`src/rtl/rgb_mem_arbiter.sv`:
```
// rgb_mem_arbiter: shares one RGB memory port between CPU loads/stores and three-bank video pixel reads.
module rgb_mem_arbiter (
  input  logic        clk,
  input  logic        rst_n,
  input  logic        cpu_req,
  input  logic        cpu_we,
  input  logic [1:0]  cpu_rgb,
  input  logic [15:0] cpu_addr,
  input  logic [7:0]  cpu_wdata,
  output logic [7:0]  cpu_rdata,
  output logic        cpu_done,
  output logic        cpu_stall,
  input  logic        vid_req,
  input  logic [15:0] vid_addr,
  output logic [7:0]  vid_r,
  output logic [7:0]  vid_g,
  output logic [7:0]  vid_b,
  output logic        vid_ready,
  output logic        mem_en,
  output logic        mem_we,
  output logic [1:0]  mem_sel,
  output logic [15:0] mem_addr,
  output logic [7:0]  mem_wdata,
  input  logic [7:0]  mem_rdata
);
  typedef enum logic [2:0] {IDLE, CPU_ACC, CPU_WAIT, VID_R, VID_G, VID_B, VID_DONE} state_t;
  state_t      state_q;
  logic [1:0]  starv_q;
  logic        we_q;
  logic [1:0]  rgb_q;
  logic [15:0] addr_q;
  logic [7:0]  rdata_q;
  logic [7:0]  vr_q;
  logic [7:0]  vg_q;
  logic [7:0]  vb_q;
  logic        mem_en_q;
  logic        mem_we_q;
  logic [1:0]  mem_sel_q;
  logic [15:0] mem_addr_q;
  logic [7:0]  mem_wdata_q;
  logic        grant_vid;
  logic        bank_ok;
  logic        cpu_ld;
  // video wins ties unless the CPU has already lost three grants in a row
  assign grant_vid = vid_req && !(cpu_req && starv_q == 2'd3);
  assign bank_ok   = cpu_rgb != 2'd0;
  assign cpu_done  = state_q == CPU_WAIT;
  assign cpu_ld    = cpu_done && (!we_q || rgb_q == 2'd0);
  assign cpu_rdata = cpu_ld ? (rgb_q == 2'd0 ? 8'h00 : mem_rdata) : rdata_q;
  assign cpu_stall = cpu_req && !cpu_done;
  assign vid_ready = state_q == VID_DONE;
  assign vid_r     = vr_q;
  assign vid_g     = vg_q;
  assign vid_b     = vid_ready ? mem_rdata : vb_q;
  assign mem_en    = mem_en_q;
  assign mem_we    = mem_we_q;
  assign mem_sel   = mem_sel_q;
  assign mem_addr  = mem_addr_q;
  assign mem_wdata = mem_wdata_q;
  always_ff @(posedge clk or negedge rst_n) begin
    if (!rst_n) begin
      state_q     <= IDLE;
      starv_q     <= '0;
      we_q        <= 1'b0;
      rgb_q       <= '0;
      addr_q      <= '0;
      rdata_q     <= '0;
      vr_q        <= '0;
      vg_q        <= '0;
      vb_q        <= '0;
      mem_en_q    <= 1'b0;
      mem_we_q    <= 1'b0;
      mem_sel_q   <= '0;
      mem_addr_q  <= '0;
      mem_wdata_q <= '0;
    end else begin
      mem_en_q    <= 1'b0;
      mem_we_q    <= 1'b0;
      mem_sel_q   <= '0;
      mem_addr_q  <= '0;
      mem_wdata_q <= '0;
      case (state_q)
        IDLE: if (grant_vid) begin
          state_q    <= VID_R;
          addr_q     <= vid_addr;
          starv_q    <= (cpu_req && starv_q != 2'd3) ? starv_q + 2'd1 : starv_q;
          mem_en_q   <= 1'b1;
          mem_sel_q  <= 2'd1;
          mem_addr_q <= vid_addr;
        end else if (cpu_req) begin
          state_q     <= bank_ok ? CPU_ACC : CPU_WAIT;
          we_q        <= cpu_we;
          rgb_q       <= cpu_rgb;
          addr_q      <= cpu_addr;
          starv_q     <= '0;
          mem_en_q    <= bank_ok;
          mem_we_q    <= bank_ok && cpu_we;
          mem_sel_q   <= cpu_rgb;
          mem_addr_q  <= bank_ok ? cpu_addr : 16'h0000;
          mem_wdata_q <= bank_ok ? cpu_wdata : 8'h00;
        end
        CPU_ACC: state_q <= CPU_WAIT;
        CPU_WAIT: begin
          state_q <= IDLE;
          rdata_q <= cpu_rdata;
        end
        VID_R: begin
          state_q    <= VID_G;
          mem_en_q   <= 1'b1;
          mem_sel_q  <= 2'd2;
          mem_addr_q <= addr_q;
        end
        VID_G: begin
          state_q    <= VID_B;
          vr_q       <= mem_rdata;
          mem_en_q   <= 1'b1;
          mem_sel_q  <= 2'd3;
          mem_addr_q <= addr_q;
        end
        VID_B: begin
          state_q <= VID_DONE;
          vg_q    <= mem_rdata;
        end
        VID_DONE: begin
          state_q <= IDLE;
          vb_q    <= mem_rdata;
        end
        default: state_q <= IDLE;
      endcase
    end
  end
endmodule
```
`config.mk`:
```
export PLATFORM = sky130hd
export DESIGN_NAME = rgb_mem_arbiter
export DESIGN_NICKNAME = d
export VERILOG_FILES = /design/src/rtl/rgb_mem_arbiter.sv
export SDC_FILE = /design/constraint.sdc
export NUM_CORES = 1
export LEC_CHECK = 0
export CORE_ASPECT_RATIO = 0.6
export CORE_UTILIZATION = 45
export CTS_CLUSTER_DIAMETER = 30
export DETAILED_ROUTE_END_ITERATION = 10
export DONT_BUFFER_PORTS = 1
export GPL_TIMING_DRIVEN = 1
export RECOVER_POWER = 25
export SLEW_MARGIN = 30
export SYNTH_ARGS = -nofsm -noshare
export SYNTH_HDL_FRONTEND = slang
export SYNTH_SLANG_ARGS = --single-unit
```
`constraint.sdc`:
```
create_clock -name clk -period 2 [get_ports clk]
set_input_delay 0.4 -clock clk [delete_from_list [all_inputs] [get_ports clk]]
set_output_delay 0.4 -clock clk [all_outputs]
set_load 0.03 [all_outputs]
```
==> impl_metrics.csv, run 1 <==
group,metric,value,unit
cts,cts-htree-levels,3,
timing,fin_hold_ws,-0.240,ns
drt,first_pass_iters,4,
cts,cts.clk_slew.worst_paths,0.06,ns
global_route,grt_max_degree,85,
layout,instances_no_fill,461,
critical_path,path_cells,"nor3b_4 > buf_6 > nand2_8 > mux2i_4",
timing,layout_setup_ws,-0.0135,ns
critical_path,cp_max_fo,8,
layout,drive_gt1_share,26.3,%
min_path,hold_class,"input pin to async pin",
cts,cts_sinks,84,
yosys,synth_cells,333,
critical_path,r2r_start,"state_q[2]",
critical_path,reg2reg_slack,0.01,ns
yosys,ys_ff_latch,84,
place,dp_hpwl,5740,um
floorplan,placementRows,25,
cts,root_buffer,"clkbuf_16",
yosys,syn-num-nets,389,
power,pwr-share-seq,42.2,%
power,p_comb_share,38.8,%
power,vdd_ir_drop_max,950,uV
timing,fmax,497,MHz
global_route,grt_pass1_wl,14200,um
place,pre_cts_slack,0.159,ns
run_status,violations,"hold timing, setup timing",
run_status,status,"finished with violations",
yosys,synth-edff-count,0,
power,power_leakage,2.04,nW
timing,post-route-min-period,2.01,ns
cts,clkLatencyLatePin,0.33,ns
floorplan,start_util,46.7,%
place,gp_congestion,0.775,
yosys,avgSynthCellArea,11.1,sq um
timing,finalHoldViolCount,84,
place,port_buffers,0,
yosys,ys.flop_type,"dfrtp_1",
timing,skew,0.00485,ns
critical_path,rr_worst_depth,6,
floorplan,die_w,119,um
power,power.share.clock,19.0,%
yosys,synthDistinctLibCells,36,
critical_path,worstSetupPathType,"flip-flop to primary output",
layout,fin_util,56.3,%
timing,finalCritPeriodShare,101,%
place,dpl_cell_area,3950,sq um
drt,wl,8870,um
critical_path,crit_family,"flip-flops",
power,p_int,4.68,mW
floorplan,io_pins,118,
critical_path,cp_num_buf_inv,1,
global_route,antenna_found_initial,0,
flow_run,cap_violations,0,
global_route,grt_pass1_vias,2731,
yosys,ys_warn_count,0,
drt,drt_iter0_markers,179,
critical_path,cp-end-kind,"primary output",
layout,multiInputGateArea,1620,sq um
drt,vias,2632,
power,p_switching,3.52,mW
layout,regArea,2100,sq um
layout,antennaDiodeCount,0,
global_route,track_usage,22.0,%
critical_path,cp_slowest_cell,"dfrtp_2",
global_route,gr-total-overflow,0,
yosys,ys_seq_area_share,56.9,%
timing,fin_setup_tns,-0.0429,ns
drt,drc,0,
layout,fin_area,4450,sq um
critical_path,max_stage_delay,0.45,ns
power,swShare,42.9,%
critical_path,critical_path_required,1.60,ns
critical_path,cp_data_arrival_time,1.61,ns
power,power_density,1840,nW/um^2
drt,antenna_left,0,
floorplan,coreArea,7910,sq um
yosys,synth.cell_area,3690,sq um
floorplan,die-area,8590,sq um
timing,grt_setup_unrepaired,"true",
timing,setup-violations-final,10,
layout,syn2layout_area_growth,20.6,%
floorplan,fp.dieH,72.2,um
timing,drv_slew,0,
cts,cts_tree,"done",
timing,max_slew_margin,46.3,%
timing,tightest_slew,0.805,ns
drt,vias_per_cell,5.71,
place,dp.cells,428,
layout,n_fill_cell,670,
drt,avgRoutedWirePerCell,19.2,um
critical_path,r2r-end,"mem_addr[2]",
layout,final_nets,404,
cts,clk_path_buf_depth,2,
critical_path,cp-start-kind,"flip-flop",
power,fin_total_pwr,8.20,mW
yosys,async_reset_ff_share,100,%
cts,numCtsBuffers,9,
per-layer routing:
layer | global-route usage [%] | up-vias | wire length, um
li1 | - | 1199 | -
met1 | 30.4 | 1323 | 4180
met2 | 31.6 | 104 | 3860
met3 | 9.59 | 6 | 774
met4 | 5.77 | 0 | 50
met5 | 0 | - | 0
layout make-up:
| type | instances | share of cell area (%) |
|---|---|---|
| sequential | 84 | 47.3 |
| multi-input combinational | 210 | 36.3 |
| timing repair buffer | 29 | 5.70 |
| clock buffer | 11 | 5.68 |
| tap | 108 | 3.03 |
| inverter | 14 | 1.18 |
| clock inverter | 5 | 0.815 |
cell families (layout without fill, tap and decap cells):
group,after synthesis,after routing,synth area share (%)
buffers and inverters,40,59,4.84
DFF,84,84,56.9
adders and majority gates,1,1,0.339
and+or+nand+nor,87,88,11.3
AOI/OAI and AO/OA,78,78,14.0
muxes,43,43,12.6
flip-flops by register name (all words and copies together) (netlist names), 2 cells and up:
register   cells
mem_wdata      8
rdata_q        8
rgb_q          2
addr_q        16
starv_q        2
mem_addr      16
vb_q           8
vid_g          8
vid_r          8
mem_sel        2
state_q        3
power by group through the flow:
stage | clock network [mW] | registers, mW | logic, mW
floorplan | 0 | 3.31 | 2.41
global placement | 0 | 3.44 | 2.71
detailed placement | 0 | 3.47 | 2.78
CTS | 1.61 | 3.46 | 3.11
global route | 1.67 | 3.54 | 3.43
finish | 1.56 | 3.46 | 3.18
worst max-delay path by stage:
stage	startpoint	to	slack, ns	depth (start not counted)
final	state_q[2]	cpu_rdata[7]	-0.01	4
after global routing	state_q[2]	cpu_rdata[7]	-0.07	4
after CTS	state_q[0]	cpu_rdata[7]	-0.05	3
after detailed placement	state_q[2]	cpu_rdata[7]	0.16	3
after global placement	state_q[2]	cpu_rdata[7]	0.17	3
after floorplan	state_q[2]	cpu_rdata[0]	0.008	5
cells in the mapped netlist (2+ instances only):
library cell,number,share of area [%]
nand2_1,44,4.5
nor2_1,4,0.41
a211oi_1,2,0.41
mux2i_1,16,4.3
o21ai_0,11,1.5
mux2_2,16,4.9
o211ai_1,7,1.4
or2_1,2,0.34
nor3b_1,2,0.41
dfrtp_1,84,57
buf_2,5,0.68
o21ai_1,11,1.5
nand3_1,17,2.3
clkbuf_1,17,1.7
buf_6,3,0.91
a31oi_1,16,2.7
o211ai_2,9,3.0
a21oi_1,17,2.3
a21o_1,2,0.41
nor3_1,2,0.27
and3_1,9,1.5
inv_1,13,1.3
mux2_1,11,3.4
placed cells by master (no fill, tap or decap), drive strengths merged, types with 3 or more instances in the layout:
master,instances
clkinvlp,3
a31oi,16
nand2,45
a21oi,17
nor3b,3
clkbuf,11
buf,29
or2,3
mux2,27
nand3,17
dfrtp,84
inv,14
o211ai,16
and3,9
mux2i,16
o21ai,22
nor2,4
what timing repair did:
item / in CTS / in global routing
hold endpoints to repair: 84 / 84
buffers inserted: 12 / 4
setup endpoints to repair: 16 / 46
pin swaps: 1 / 10
gates resized for setup: 17 / 5
gates cloned: 1 / 0
No activity file was read; power rests on OpenSTA's default activity.
==> run 2, diff against run 1 <==
- PLACE_DENSITY: default -> 0.66
==> run 2 against run 1 <==
Compared with the run above:
- combinational power up 2%
- worst hold slack got worse by 0.00082 ns
- critical path type unchanged
- core utilization up 0.87 points
- final cell count decreased by 0.22%
- largest power group unchanged
- clock-buffer cell count stayed put
- sequential cell count stayed put
- the flow still finishes with violations (hold timing, setup timing)
- die area did not move
- clock power is 15% higher
==> impl_metrics.csv, run 2 (synthesis gave the netlist of run 1 again) <==
group,metric,value,unit
power,power_density,1880,nW/um^2
floorplan,die-area,8590,sq um
global_route,gr-total-overflow,0,
drt,antenna_left,0,
timing,drv_slew,0,
drt,first_pass_iters,5,
critical_path,cp_data_arrival_time,1.65,ns
drt,wl,8700,um
layout,regArea,2100,sq um
place,port_buffers,0,
timing,setup-violations-final,7,
timing,fin_setup_tns,-0.302,ns
timing,fin_hold_ws,-0.241,ns
global_route,antenna_found_initial,0,
critical_path,reg2reg_slack,0.01,ns
power,vdd_ir_drop_max,811,uV
timing,post-route-min-period,2.05,ns
timing,layout_setup_ws,-0.0472,ns
critical_path,path_cells,"o21ai_4 > nand2_8 > mux2i_4",
critical_path,path_depth,3,
critical_path,max_stage_delay,0.42,ns
timing,max_slew_margin,66.2,%
flow_run,cap_violations,0,
layout,final_nets,403,
global_route,grt_pass1_wl,13600,um
power,swShare,41.7,%
layout,syn2layout_area_growth,22.4,%
drt,drc,0,
layout,n_fill_cell,648,
timing,fmax,488,MHz
layout,multiInputGateArea,1650,sq um
critical_path,cp_num_buf_inv,0,
power,p_int,4.94,mW
floorplan,coreArea,7910,sq um
run_status,status,"finished with violations",
cts,clkLatencyLatePin,0.33,ns
place,gp_congestion,0.771,
floorplan,start_util,46.7,%
critical_path,cp_max_fo,7,
layout,fin_area,4520,sq um
critical_path,critical_path_required,1.60,ns
drt,vias_per_cell,5.71,
global_route,track_usage,20.9,%
critical_path,cp-end-kind,"primary output",
timing,skew,0.00525,ns
cts,cts_tree,"done",
power,p_switching,3.54,mW
critical_path,cp-start-kind,"flip-flop",
drt,vias,2625,
place,dpl_cell_area,3960,sq um
cts,cts_sinks,84,
global_route,grt_max_degree,85,
timing,tightest_slew,0.507,ns
critical_path,cp_slowest_cell,"dfrtp_1",
min_path,hold_class,"input pin to async pin",
timing,finalHoldViolCount,84,
timing,finalCritPeriodShare,102,%
place,pre_cts_slack,0.163,ns
floorplan,die_w,119,um
global_route,grt_pass1_vias,2450,
cts,root_buffer,"clkbuf_16",
layout,drive_gt1_share,27.0,%
cts,numCtsBuffers,9,
place,dp_hpwl,5600,um
power,p_comb_share,38.1,%
layout,layout_common_cells,"dfrtp_1, nand2_1, buf_4",
power,pwr-share-seq,40.8,%
power,power_leakage,2.07,nW
run_status,violations,"hold timing, setup timing",
layout,antennaDiodeCount,0,
cts,cts-htree-levels,3,
critical_path,rr_worst_depth,6,
drt,drt_iter0_markers,193,
floorplan,io_pins,118,
drt,avgRoutedWirePerCell,18.9,um
cts,cts.clk_slew.worst_paths,0.06,ns
cts,clk_path_buf_depth,2,
power,power.share.clock,21.1,%
layout,final_common_cell,"dfrtp_1",
critical_path,crit_family,"flip-flops",
floorplan,placementRows,25,
timing,grt_setup_unrepaired,"true",
critical_path,worstSetupPathType,"flip-flop to primary output",
floorplan,fp.dieH,72.2,um
## run 2: cell types whose count changed in the layout (fill, tap and decap cells not counted), sizes merged
cell,previous run,this run
clkinvlp,3,1
buf,29,28
bufinv,0,2
## run 2: layout make-up
type                            count  share of cell area [%]
Sequential cell                    84                    46.5
Multi-Input combinational cell    210                    36.5
Timing Repair Buffer               28                    5.53
Clock buffer                       11                    5.37
Tap cell                          108                    2.99
Clock inverter                      5                    1.88
Inverter                           14                    1.22
## run 2: layer usage
layer / routed length (um) / global-route usage, % / up-vias / part of all wire (%)
met3: 683 / 9.04 / 6 / 7.9
met5: 0 / 0 / - / 0
met2: 3830 / 30.0 / 100 / 44
met1: 4120 / 28.7 / 1314 / 47
met4: 74 / 6.47 / 0 / 0.85
li1: - / - / 1205 / -
## run 2: path summary, 6_finish.rpt
path	to	start
setup / recovery	cpu_rdata[1]	rgb_q[1]
setup reg to reg	mem_addr[2]	state_q[2]
max in group asynchronous	state_q[0]	rst_n
min in group clk	vid_g[0]	mem_rdata[0]
hold reg to reg	starv_q[1]	starv_q[1]
hold / removal	mem_addr[10]	rst_n
## run 2: through the flow
step	power, mW	util, %	cells
after global routing	8.92	57.1	460
after detailed placement	6.24	50.0	428
final	8.48	57.1	460
after global placement	6.15	50.0	428
after floorplan	5.72	-	333
after CTS	8.33	55.7	454
## run 2: power groups by stage
| stage | combinational (mW) | sequential [mW] | clock, mW |
|---|---|---|---|
| finish | 3.23 | 3.46 | 1.79 |
| global route | 3.48 | 3.54 | 1.91 |
| CTS | 3.04 | 3.46 | 1.83 |
| detailed placement | 2.77 | 3.47 | 0 |
| global placement | 2.71 | 3.44 | 0 |
| floorplan | 2.41 | 3.31 | 0 |
## run 2: repair_timing
item	in CTS	in global routing
setup endpoints to repair	16	17
endpoints found under the hold margin	84	84
gates cloned	1	1
buffers inserted	9	6
resized for setup	11	19
pin swaps	1	11
==> variant 1: new RTL, config.mk and constraints of run 1 <==
The 7 states of `state_t` get a one-hot encoding in 7 bits.
--- a/src/rtl/rgb_mem_arbiter.sv
+++ b/src/rtl/rgb_mem_arbiter.sv
@@ -25,3 +25,3 @@
 );
-  typedef enum logic [2:0] {IDLE, CPU_ACC, CPU_WAIT, VID_R, VID_G, VID_B, VID_DONE} state_t;
+  typedef enum logic [6:0] {IDLE = 7'b0000001, CPU_ACC = 7'b0000010, CPU_WAIT = 7'b0000100, VID_R = 7'b0001000, VID_G = 7'b0010000, VID_B = 7'b0100000, VID_DONE = 7'b1000000} state_t;
   state_t      state_q;
Behaviour: no difference found for any inputs over 10 cycles, from zero or initial values and one cycle with rst_n low; not proved beyond that.
==> variant 1 against run 1 <==
The run still ends with negative hold slack, negative setup slack left; total power about the same; final area increased by 7.2%; area after synthesis increased by 8.8%; sequential share of layout area decreased by 1.0 points; maximum frequency decreased by 5.3%; setup slack got worse by 110 ps; non-clock buffer count increased by 6; synthesized cell count decreased by 11%; largest cell class unchanged; sequential cell count increased by 4; hold slack about the same; routed wire length increased by 5.6%; critical path type unchanged; cell count decreased by 4.1%.
==> variant 1: results (changes against run 1) <==
\begin{tabular}{lr}
\hline
Metric & Value \\
\hline
\multicolumn{2}{l}{\textbf{Status}} \\
\quad Outcome & finished, violations left (unchanged) \\
\quad Failing checks & negative hold slack, negative setup slack (unchanged) \\
\multicolumn{2}{l}{\textbf{Worst setup path}} \\
\quad Reg-to-reg endpoint & vid\_g[3] (was mem\_addr[2]) \\
\quad Launching point of the worst reg2reg path & state\_q[4] (was state\_q[2]) \\
\quad FF-to-FF setup slack & 120 ps (was 10 ps) \\
\multicolumn{2}{l}{\textbf{GRT}} \\
\quad Combined global-route utilization of all metal layers & 20.9\% (was 22.0\%) \\
\quad Pin count of the biggest net entering global routing & 89 (was 85) \\
\quad Number of global-route vias before repair & 2,563 (was 2,731) \\
\quad Global-route wire length before repair & 14,100 um (was 14,200 um) \\
\multicolumn{2}{l}{\textbf{Yosys}} \\
\quad Sequential-to-total area share from yosys stat & 54.8\% (was 56.9\%) \\
\quad Cell variety after synth & 48 (was 36) \\
\quad Cells taking the most area after synthesis & sky130\_fd\_sc\_hd\_\_dfrtp\_1 (54\%), sky130\_fd\_sc\_hd\_\_mux2\_2 (14\%), sky130\_fd\_sc\_hd\_\_mux2i\_1 (4.2\%) (was sky130\_fd\_sc\_hd\_\_dfrtp\_1 (57\%), sky130\_fd\_sc\_hd\_\_mux2\_2 (4.9\%), sky130\_fd\_sc\_hd\_\_nand2\_1 (4.5\%)) \\
\multicolumn{2}{l}{\textbf{Timing}} \\
\quad Worst hold slack & -240 ps (about the same) \\
\quad Setup Skew & 3.42 ps (was 4.85 ps) \\
\quad Final setup vio count & 17 (was 10) \\
\quad Final setup margin & -125 ps (was -13.5 ps) \\
\quad Count of endpoints failing hold in the final timing report & 88 (was 84) \\
\quad Slew at the pin closest to its max-slew limit & 796 ps (was 805 ps) \\
\multicolumn{2}{l}{\textbf{Place}} \\
\quad Final estimated routing congestion in global placement & 0.798 (was 0.775) \\
\quad Half-perimeter wire length of the detailed placement result & 6270 um (was 5740 um) \\
\multicolumn{2}{l}{\textbf{Routing}} \\
\quad Vias per cell & 5.83 (was 5.71) \\
\quad Wire length per cell after detailed routing & 21.2 um (was 19.2 um) \\
\quad Drt initial violations & 175 (was 179) \\
\multicolumn{2}{l}{\textbf{Cells and area}} \\
\quad Number of nets at the end of the flow & 381 (was 404) \\
\quad Number of fill cells & 727 (was 670) \\
\quad Proportion of layout cells with a drive suffix above 1 & 40.3\% (was 26.3\%) \\
\multicolumn{2}{l}{\textbf{Pwr}} \\
\quad P\_leak & 2.29 nW (was 2.04 nW) \\
\quad Max VDD drop & 0.000681 V (was 0.000950 V) \\
\hline
\end{tabular}
[variant 1: cells by family (layout without fill, tap and decap cells)]
kind of cell               Yosys count  count (layout)  synth area share [%]
DFF                                 88              88                  54.8
muxes                               77              77                  21.9
and+or+nand+nor                     53              54                  9.15
AOI/OAI and AO/OA                   45              45                  9.56
buffers and inverters               29              63                  3.83
xor gates and xnor gates             2               2                 0.436
adders and majority gates            1               1                 0.311
[variant 1: worst max path at each step]
stage | slack [ps] | startpoint | cells past startpoint | end
after floorplan | -80 | state_q[4] | 4 | cpu_rdata[0]
final | -130 | state_q[3] | 5 | vid_b[4]
after global routing | -250 | state_q[4] | 4 | cpu_rdata[2]
after global placement | 180 | state_q[1] | 4 | cpu_rdata[7]
after detailed placement | 110 | state_q[2] | 4 | cpu_rdata[1]
after CTS | -110 | state_q[6] | 4 | cpu_rdata[0]
[variant 1: metrics by stage]
step                setup TNS (ps)  instance area, um^2  setup WS [ps]  instances
floorplan                     -604                 4020          -75.5        295
global route                 -3010                 4770           -245        442
CTS                          -1410                 4740           -108        440
global placement                 0                 4270            178        416
finish                       -1650                 4770           -125        442
detailed placement               0                 4270            114        416
[variant 1: power breakdown]
part,switching [W],total [W],internal [W]
combinational,0.00150,0.00293,0.00144
clock,0.000680,0.00177,0.00109
sequential,0.00101,0.00349,0.00248
[variant 1: final cells by class]
type,count,area [um^2],area share [%]
sequential,88,2210,46.2
clock buffer,9,225,4.72
timing repair buffer,35,310,6.50
inverter,12,45.0,0.944
clock inverter,7,96.3,2.02
tap,112,140,2.94
multi-input combinational,179,1750,36.6
[variant 1: repair_timing]
| item | CTS | global route |
|---|---|---|
| hold endpoints to repair | 88 | 88 |
| endpoints found under the setup margin | 19 | 19 |
| gates cloned | 1 | 0 |
| gates resized for setup | 22 | 6 |
| setup buffers | 7 | 2 |
| pin swaps | 4 | 2 |
[variant 1: worst max-delay path, cell delays in order, from the launching register on]
cell and delay [ps]:
sky130_fd_sc_hd__dfrtp_1 430, sky130_fd_sc_hd__buf_6 160, sky130_fd_sc_hd__nor2_4 100, sky130_fd_sc_hd__nand4_2 140
sky130_fd_sc_hd__buf_8 180, sky130_fd_sc_hd__mux2_4 370
[variant 1: layer usage]
layer | global-route usage, % | vias up | wire length (um)
li1 | - | 1154 | -
met1 | 29.7 | 1342 | 4480
met2 | 30.4 | 74 | 4210
met3 | 7.50 | 6 | 618
met4 | 5.56 | 0 | 54
met5 | 0 | - | 0
==> variant 2: new RTL, config.mk and constraints of run 1 <==
Made on the original files. Make the reset (`rst_n`) synchronous in one clocked block.
--- a/src/rtl/rgb_mem_arbiter.sv
+++ b/src/rtl/rgb_mem_arbiter.sv
@@ -59,3 +59,3 @@
   assign mem_wdata = mem_wdata_q;
-  always_ff @(posedge clk or negedge rst_n) begin
+  always_ff @(posedge clk) begin
     if (!rst_n) begin
Check against the original RTL: differs if rst_n is asserted again (counterexample within 4 cycles, from zero or initial values and one cycle with rst_n low); with rst_n held inactive, the same outputs for 10 cycles.
==> variant 2 against run 1 <==
Setup slack improved by 85 ps; sequential cell count is the same; final area is 13% lower; synthesized cell count rose by 5.7%; clock skew grew 1.7 ps; core utilization fell by 2.9 points; routed wire length decreased by 16%; area after synthesis decreased by 8.2%; cell count shrank 0.22%.
Power is not compared: it rests on default switching activity, and its combinational part moved more than twofold at a synthesized area within 25%.
==> variant 2: results (changes against run 1) <==
\begin{tabular}{lr}
\hline
Metric & Value \\
\hline
\multicolumn{2}{l}{\textbf{Timing}} \\
\quad Slew at the pin closest to its max-slew limit & 700 ps (was 805 ps) \\
\quad Setup Skew & 6.54 ps (was 4.85 ps) \\
\multicolumn{2}{l}{\textbf{Place}} \\
\quad Post-placement cell count & 444 (was 428) \\
\quad Half-perimeter wire length of the detailed placement result & 5100 um (was 5740 um) \\
\multicolumn{2}{l}{\textbf{Worst setup path}} \\
\quad FF-to-FF setup slack & 300 ps (was 10 ps) \\
\quad Timing startpoint of the critical path & state\_q[0] (was state\_q[2]) \\
\quad Launching point of the worst reg2reg path & starv\_q[0] (was state\_q[2]) \\
\quad Highest-delay cell along the critical path & sky130\_fd\_sc\_hd\_\_mux2\_2 (was sky130\_fd\_sc\_hd\_\_dfrtp\_2) \\
\multicolumn{2}{l}{\textbf{Routing}} \\
\quad Met2 WL & 3100 um (was 3860 um) \\
\quad Metal3 WL & 700 um (was 774 um) \\
\quad Post-Route WL & 7470 um (was 8870 um) \\
\quad Vias per cell & 5.33 (was 5.71) \\
\quad Drt initial violations & 124 (was 179) \\
\quad Met1 layer wirelength in the final routing & 3570 um (was 4180 um) \\
\multicolumn{2}{l}{\textbf{GRT}} \\
\quad Number of global-route vias before repair & 2,401 (was 2,731) \\
\quad Global-route wire length before repair & 12,400 um (was 14,200 um) \\
\quad Pin count of the biggest net entering global routing & 62 (was 85) \\
\quad Global routing usage on met1 & 28.2\% (was 30.4\%) \\
\multicolumn{2}{l}{\textbf{Min path}} \\
\quad Tightest Hold Check Type & input pin to flop (was input pin to asynchronous set/reset pin) \\
\multicolumn{2}{l}{\textbf{Yosys}} \\
\quad Cells taking the most area after synthesis & sky130\_fd\_sc\_hd\_\_dfxtp\_1 (50\%), sky130\_fd\_sc\_hd\_\_a21boi\_0 (6.9\%), sky130\_fd\_sc\_hd\_\_nand2\_1 (6.6\%) (was sky130\_fd\_sc\_hd\_\_dfrtp\_1 (57\%), sky130\_fd\_sc\_hd\_\_mux2\_2 (4.9\%), sky130\_fd\_sc\_hd\_\_nand2\_1 (4.5\%)) \\
\quad Cell variety after synth & 38 (was 36) \\
\quad Async set-or-reset flop fraction in the synthesized netlist & 0\% (was 100\%) \\
\multicolumn{2}{l}{\textbf{Cells and area}} \\
\quad Number of fill cells & 684 (was 670) \\
\quad Proportion of layout cells with a drive suffix above 1 & 16.9\% (was 26.3\%) \\
\multicolumn{2}{l}{\textbf{CTS}} \\
\quad Buffers inserted by post-CTS timing repair & 0 (was 12) \\
\quad Gates resized, CTS repair & 5 (was 17) \\
\multicolumn{2}{l}{\textbf{Status}} \\
\quad Outcome & finished, final reports clean (was finished, violations left) \\
\hline
\end{tabular}
variant 2: cell types whose count changed after synthesis, moves of 16 or more:
| cell | run 1 | this run |
|---|---|---|
| sky130_fd_sc_hd__a21boi_0 | 0 | 31 |
| sky130_fd_sc_hd__and2_1 | 1 | 18 |
| sky130_fd_sc_hd__nand3_1 | 17 | 1 |
| sky130_fd_sc_hd__nor2b_1 | 1 | 19 |
| sky130_fd_sc_hd__dfrtp_1 | 84 | 0 |
| sky130_fd_sc_hd__nand2_1 | 44 | 60 |
| sky130_fd_sc_hd__dfxtp_1 | 0 | 84 |
variant 2: report_power, final:
| part | total [W] | switching (W) | internal, W |
|---|---|---|---|
| clock | 0.00189 | 0.000665 | 0.00123 |
| sequential | 0.00189 | 0.000123 | 0.00176 |
| combinational | 0.000345 | 0.000200 | 0.000145 |
| total | 0.00412 | 0.000987 | 0.00314 |
variant 2: final cells by class:
type	instances	area, um^2	share of cell area (%)
Inverter	1	3.75	0.0969
Clock buffer	9	225	5.81
Multi-Input combinational cell	243	1610	41.7
Timing Repair Buffer	12	90.1	2.32
Tap cell	104	130	3.36
Clock inverter	7	121	3.13
Sequential cell	84	1690	43.6
variant 2: cells by family (layout without fill, tap and decap cells):
| logic type | Yosys count | in the layout | share of synthesized area, % |
|---|---|---|---|
| DFF | 84 | 84 | 49.6 |
| adders and majority gates | 1 | 1 | 0.369 |
| muxes | 29 | 29 | 9.04 |
| buffers and inverters | 25 | 29 | 4.06 |
| AOI/OAI and AO/OA | 81 | 81 | 16.6 |
| and+or+nand+nor | 132 | 132 | 20.3 |
variant 2: worst max-delay path, delay by kind of cell (launching register included):
kind                   cells  cell delay (ps)
multiplexers               1              450
flip-flops                 1              420
buffers and inverters      1              200
AND/OR/NAND/NOR            1              120
